**config.mk**
```make
export PLATFORM = sky130hd
export DESIGN_NAME = node_dispatch
export DESIGN_NICKNAME = d
export VERILOG_FILES = /design/src/rtl/node_dispatch.sv
export SDC_FILE = /design/constraint.sdc
export NUM_CORES = 1
export LEC_CHECK = 0
export CAP_MARGIN = 20
export CORE_ASPECT_RATIO = 0.6
export CORE_MARGIN = 3
export CORE_UTILIZATION = 35
export DETAILED_ROUTE_END_ITERATION = 7
export RECOVER_POWER = 50
export SYNTH_ARGS = -nofsm -noshare
export SYNTH_HDL_FRONTEND = slang
export SYNTH_SLANG_ARGS = --single-unit
```
**constraint.sdc**
```tcl
create_clock -name clk -period 9 [get_ports clk]
set_clock_uncertainty 0.2 [all_clocks]
set_input_delay 2.25 -clock clk [delete_from_list [all_inputs] [get_ports clk]]
set_output_delay 2.25 -clock clk [all_outputs]
set_load 0.03 [all_outputs]
```
**src/rtl/node_dispatch.sv**
```systemverilog
// node_dispatch
//
// Takes one task at a time from upstream and hands it to a free child channel.
// Free children are chosen in round-robin order after the last child served.
// Each child stays busy until it pulses child_done. The block also keeps
// wrapping counters of issued and completed tasks. It raises a sticky error
// flag when a child reports done while it is not busy.
//
// Ports
//   clk, rst_n     : clock (rising edge) and asynchronous active-low reset
//   in_valid/ready : upstream handshake; in_data is latched on acceptance
//   child_valid    : one-hot offer to the selected child (ISSUE state only)
//   child_data     : latched payload, shared by all children
//   child_ready    : per-child accept; only the selected bit is honoured
//   child_done     : per-child completion pulse
//   busy           : registered per-child occupancy
//   idle           : nothing held and no child busy
//   issued_cnt     : tasks handed to children (wraps)
//   done_cnt       : completions accepted (wraps)
//   err            : sticky flag for a done pulse from a non-busy child
module node_dispatch #(
  parameter int NUM_CHILD = 5,
  parameter int DATA_W    = 16,
  parameter int CNT_W     = 8
) (
  input  logic                 clk,
  input  logic                 rst_n,
  input  logic                 in_valid,
  output logic                 in_ready,
  input  logic [DATA_W-1:0]    in_data,
  output logic [NUM_CHILD-1:0] child_valid,
  output logic [DATA_W-1:0]    child_data,
  input  logic [NUM_CHILD-1:0] child_ready,
  input  logic [NUM_CHILD-1:0] child_done,
  output logic [NUM_CHILD-1:0] busy,
  output logic                 idle,
  output logic [CNT_W-1:0]     issued_cnt,
  output logic [CNT_W-1:0]     done_cnt,
  output logic                 err
);

  localparam int PTR_W = (NUM_CHILD > 1) ? $clog2(NUM_CHILD) : 1;

  typedef enum logic [1:0] {EMPTY, HOLD, ISSUE} state_t;

  state_t               state, state_next;
  logic                 live;
  logic [PTR_W-1:0]     ptr, sel, pick;
  logic [PTR_W:0]       cand;
  logic                 pick_found;
  logic [DATA_W-1:0]    data_q;
  logic [NUM_CHILD-1:0] busy_q, done_ok, done_bad, issue_bit;
  logic                 accept, handshake;
  logic [CNT_W-1:0]     done_add;

  // FSM state register
  always_ff @(posedge clk or negedge rst_n) begin
    if (!rst_n) state <= EMPTY;
    else        state <= state_next;
  end

  // Next state and handshake outputs. in_ready is also gated by 'live'.
  // This keeps it low while reset is asserted and lets it rise only on the
  // first edge after release.
  always_comb begin
    state_next  = state;
    accept      = 1'b0;
    handshake   = 1'b0;
    in_ready    = 1'b0;
    child_valid = '0;
    case (state)
      EMPTY: begin
        in_ready = live;
        if (live && in_valid) begin
          accept     = 1'b1;
          state_next = HOLD;
        end
      end
      HOLD: begin
        if (pick_found) state_next = ISSUE;
      end
      ISSUE: begin
        child_valid = NUM_CHILD'(1) << sel;
        if (|(child_valid & child_ready)) begin
          handshake  = 1'b1;
          state_next = EMPTY;
        end
      end
      default: state_next = EMPTY;
    endcase
  end

  // Round-robin search from ptr+1 over the registered busy vector. A done
  // arriving this cycle is therefore not seen until the next cycle. The
  // candidate is one bit wider so that the modulo wrap never overflows.
  always_comb begin
    pick       = '0;
    pick_found = 1'b0;
    cand       = '0;
    for (int k = 1; k <= NUM_CHILD; k++) begin
      cand = {1'b0, ptr} + (PTR_W+1)'(k);
      if (cand >= (PTR_W+1)'(NUM_CHILD)) cand = cand - (PTR_W+1)'(NUM_CHILD);
      if (!pick_found && !busy_q[cand[PTR_W-1:0]]) begin
        pick       = cand[PTR_W-1:0];
        pick_found = 1'b1;
      end
    end
  end

  // Completion classification and the number of valid dones in this cycle
  always_comb begin
    done_ok   = child_done & busy_q;
    done_bad  = child_done & ~busy_q;
    issue_bit = handshake ? child_valid : '0;
    done_add  = '0;
    for (int i = 0; i < NUM_CHILD; i++) done_add = done_add + CNT_W'(done_ok[i]);
  end

  // Datapath, occupancy and statistics. A done from one child and an issue
  // to a different child in the same cycle both land in busy_q.
  always_ff @(posedge clk or negedge rst_n) begin
    if (!rst_n) begin
      live       <= 1'b0;
      ptr        <= PTR_W'(NUM_CHILD - 1);
      sel        <= '0;
      data_q     <= '0;
      busy_q     <= '0;
      issued_cnt <= '0;
      done_cnt   <= '0;
      err        <= 1'b0;
    end else begin
      live <= 1'b1;
      if (accept) data_q <= in_data;
      if (state == HOLD && pick_found) sel <= pick;
      busy_q <= (busy_q & ~done_ok) | issue_bit;
      if (handshake) begin
        ptr        <= sel;
        issued_cnt <= issued_cnt + CNT_W'(1);
      end
      done_cnt <= done_cnt + done_add;
      if (|done_bad) err <= 1'b1;
    end
  end

  assign busy       = busy_q;
  assign child_data = data_q;
  assign idle       = live && (state == EMPTY) && (busy_q == '0);

endmodule
```
==> impl_summary.txt <==
----------------------------------------------------
[Status]
  Result of the run ... complete, but fails checks
  Violations in the final reports ... max-capacitance violations, max-slew violations

[Worst hold path]
  Min-Delay Path Class ... reg -> reg
  Number of cells on the worst hold path ... 1
  Startpoint of the most critical hold path ... issued_cnt[7]$_DFFE_PN0P_
  Min-Delay Endpoint ... issued_cnt[7]$_DFFE_PN0P_

[Worst setup path]
  Endpoint of the worst-slack reg-to-reg timing path ... sel[2]$_DFFE_PN0P_
  Arrival time worst endpoint ... 5.16 ns
  Family with the most delay on the worst path ... adder cells
  R2R setup slack ... 5.10 ns
  Class of the most critical setup path ... in -> reg
  Stage delay of the slowest cell on the critical path ... 0.50 ns
  CP max-delay cell ... fa_1
  Total buffers and inverters traversed by the critical path ... 4
  Kind of end point of the critical path ... flip-flop
  Launching element type of the critical path ... input port
  Critical Path RT ... 9.00 ns
  Crit-path max FO ... 3
  Depth of the worst register-to-register path ... 10
  Critical register-to-register path startpoint ... ptr[1]$_DFFE_PN0P_
  Chain of cells forming the critical path ... clkdlybuf4s50_1 > and2_1 > fa_1 > inv_1 > fa_1 > inv_1 > ha_1 > inv_1 > fa_1 > nor2b_1 > o21ai_0 > nor2_1 > xor2_1

[Power]
  Clock network fraction of total power ... 12.8%
  Post-layout total power ... 1.385 mW
  Power dissipated by switching net loads ... 648.3 µW
  Portion of total power attributed to combinational logic ... 61.1%
  Power per Cell Area ... 339.9 mW/mm²
  Switching part of the total power ... 46.82%
  Fraction of power consumed by sequential logic ... 26.1%
  Cell internal power dissipation ... 736.4 µW
  VDD IR-drop max ... 0.0001320 V
  Total leakage power ... 1.689 nW

[Drt]
  Average detailed-routed wire length per instance ... 17.34 µm
  Detailed Route Iter0 Violations ... 144
  Router iterations before antenna repair ... 4
  Antenna Violating Nets Remaining ... 0
  Detailed-route wire length ... 8601 µm
  Post-detailed-route via-to-cell ratio ... 5.306
  Number of vias in the routed layout ... 2,632
  Number of remaining DRC errors ... 0

[Synth]
  Yosys top cell area share ... 36.54%
  EDFF count, synth ... 0
  Post-synthesis instance area ... 0.003151 mm²
  Portion of the post-synthesis area used by sequential elements ... 37.37%
  Syn avg cell area ... 9.970 µm²
  Top cells by area in the synthesized netlist ... dfrtp_1, mux2_2, ha_1
  Cell count after synthesis ... 316
  Proportion of synthesized flip-flops having asynchronous set or reset ... 100.0%
  Synth cell types ... 59
  Top flip-flop cell by instance count after synthesis ... dfrtp_1
  Count of yosys warnings during synthesis ... 0
  Synth Register Bits ... 47
  Number of nets produced by synthesis ... 364
  Library cell occupying the most area in the post-synthesis netlist ... dfrtp_1

[Cells and area]
  Non-filler cells, final ... 496
  Share of post-route cells with drive strength above 1 ... 11.72%
  Number of antenna cells inserted ... 0
  Number of filler instances in the final layout ... 786
  Post-layout util ... 47.26%
  Area Growth Syn to Fin ... 29.31%
  Count of nets after finishing ... 431

[Clocking]
  Root buf cell ... clkbuf_16
  Clock insertion delay at the later pin of the skew report ... 0.28 ns
  CTS tree ... done
  Clock buffer count from CTS ... 5
  Longest Clk Path Bufs ... 2
  Clock transition at the register clock pins on the worst setup and hold paths after CTS ... 0.06 ns
  Cts repair resizes ... 0
  Number of buffers inserted for hold repair after clock tree synthesis ... 0
  TritonCTS sink count ... 47
  Post-CTS setup buffer count ... 0
  Clock H-tree levels ... 2

[GRT]
  Number of antenna violations at the first check in global routing ... 0
  Remaining global-route overflow ... 0
  First-pass GRT wire length ... 13,730 µm
  Pin count of the biggest net entering global routing ... 48
  Via count of the first global-routing pass ... 2,509
  All-layer global routing usage ... 17.15%

[Floorplanning]
  Die outline area ... 0.01021 mm²
  Horizontal die dimension ... 128.5 µm
  I/O pin cnt ... 74
  Die H ... 79.49 µm
  Starting density of the core ... 36.55%
  Standard-cell rows ... 26
  Placeable Area ... 0.008621 mm²

[STA]
  Number of max-slew violations in the final report ... 39
  Max Fclk ... 0.1938 GHz
  Minimum setup slack in the final design ... 3.841 ns
  Setup repair after global routing missed its margin ... no
  Fraction of the cycle the final worst path needs ... 57.32%
  Number of hold violations in the final report ... 0
  Tightest slew margin relative to the limit ... -36.80%
  Final count of negative-setup-slack endpoints ... 0
  Slew of the pin with the lowest slew margin ... 2.052 ns
  Minimum period implied by the final worst setup slack ... 5.159 ns
  Setup_tns ... 0 ns

[Flow run]
  Max Cap Violations ... 1

[Placed design]
  Pre-CTS WS ... 3.519 ns
  Last weighted congestion value of the routability-driven placer ... 0.8399
  Total of buffers placed on input and output ports ... 73
  Number of placed instances, taps included ... 487
  Dpl hpwl ... 6518 µm

----------------------------------------------------
worst reg2reg max path, cell delays in order (launching register included):
cell       delay (ns)
dfrtp_1          0.58
inv_1            0.30
ha_1             0.70
mux2_4           0.34
a2111oi_0        0.35
a31oi_1          0.09
o21ai_0          0.19
nor3_1           0.14
a2111oi_0        0.43
o211ai_1         0.24
a32oi_1          0.26
cell usage in the layout, fill, tap and decap left out, drive strengths merged, types with 7 or more instances in the layout:
cell type       n
inv            21
nor2           17
o21ai          18
nand2b          7
nand2          28
clkbuf          7
nor2b           7
clkdlybuf4s50  52
xnor2          14
a21oi           7
mux2           22
ha             15
dfrtp          46
mux2i          11
dlygate4sd3    20
per-layer routing:
layer  up-vias  track usage, %  routed length, µm
li1       1265               -                  -
met1      1282           28.16               4173
met2        80           22.79               3507
met3         5           4.345                899
met4         0           1.377                 21
met5         -               0                  0
metrics by stage:
stage	hold slack (ns)	instance area [µm²]
global route	0.2823	4074
floorplan	0.3298	3151
global placement	0.2609	3936
CTS	0.2776	4076
finish	0.2621	4074
detailed placement	0.2689	3936
flip-flops by register name, summed over array words and instances, names as in the netlist:
name,cells
busy,5
child_data,16
done_cnt,8
err,1
issued_cnt,8
live,1
ptr,3
sel,3
state,2
cells by family after synthesis:
kind of cell	count (synthesis)	share of synthesized area (%)
simple gates	95	15.73
mux	35	13.15
buf+inv	36	5.281
flops	47	37.37
compound gates	66	14.89
other cells	1	0.1190
fa+ha+maj	19	8.499
xor+xnor	17	4.965
cell type report:
| cell class | instances | area [µm²] | share of cell area (%) |
|---|---|---|---|
| repair buffers | 75 | 735.7 | 18.06 |
| well taps | 112 | 140.1 | 3.440 |
| multi-input cells | 233 | 1802 | 44.23 |
| inverters | 21 | 78.83 | 1.935 |
| clock buffers | 5 | 125.1 | 3.071 |
| clock inverters | 3 | 15.01 | 0.3686 |
| flip-flops and latches | 47 | 1177 | 28.90 |
power groups by stage:
stage,Clock (mW),Combinational [mW],Sequential [mW]
final,0.177,0.846,0.361
after global routing,0.194,0.920,0.376
after CTS,0.183,0.857,0.362
after detailed placement,0,0.852,0.364
after global placement,0,0.839,0.361
after floorplan,0,0.511,0.447
cell usage after synthesis, drive strengths merged (2+ instances only):
master    n
nand3     4
a211oi    3
or3       2
nor2b     7
o21a      2
dfrtp    46
o2111ai   3
nor2     17
a21bo     2
ha       15
xnor2    14
xor2      3
nor4      5
nor3b     2
a31oi     2
o22ai     6
and3      3
o32ai     2
a2111oi   2
nand4     2
nand2b    7
buf      11
a21oi     7
mux2i    11
o21ai    18
a221o     3
a21o      3
and2      5
a31o      2
fa        4
inv      21
nand2    28
clkbuf    4
mux2     22
nor3      6
mux4      2
o211ai    6
worst max path at each step:
stage / to / cells after the start / from / slack [ns]
finish: done_cnt[6]$_DFF_PN0_ / 13 / child_done[0] / 3.84
global route: done_cnt[6]$_DFF_PN0_ / 13 / child_done[0] / 3.61
CTS: done_cnt[6]$_DFF_PN0_ / 13 / child_done[0] / 3.83
detailed placement: done_cnt[6]$_DFF_PN0_ / 13 / child_done[0] / 3.52
global placement: done_cnt[6]$_DFF_PN0_ / 13 / child_done[0] / 3.70
floorplan: done_cnt[6]$_DFF_PN0_ / 12 / child_done[0] / 4.22
No activity file was read; power rests on OpenSTA's default activity.
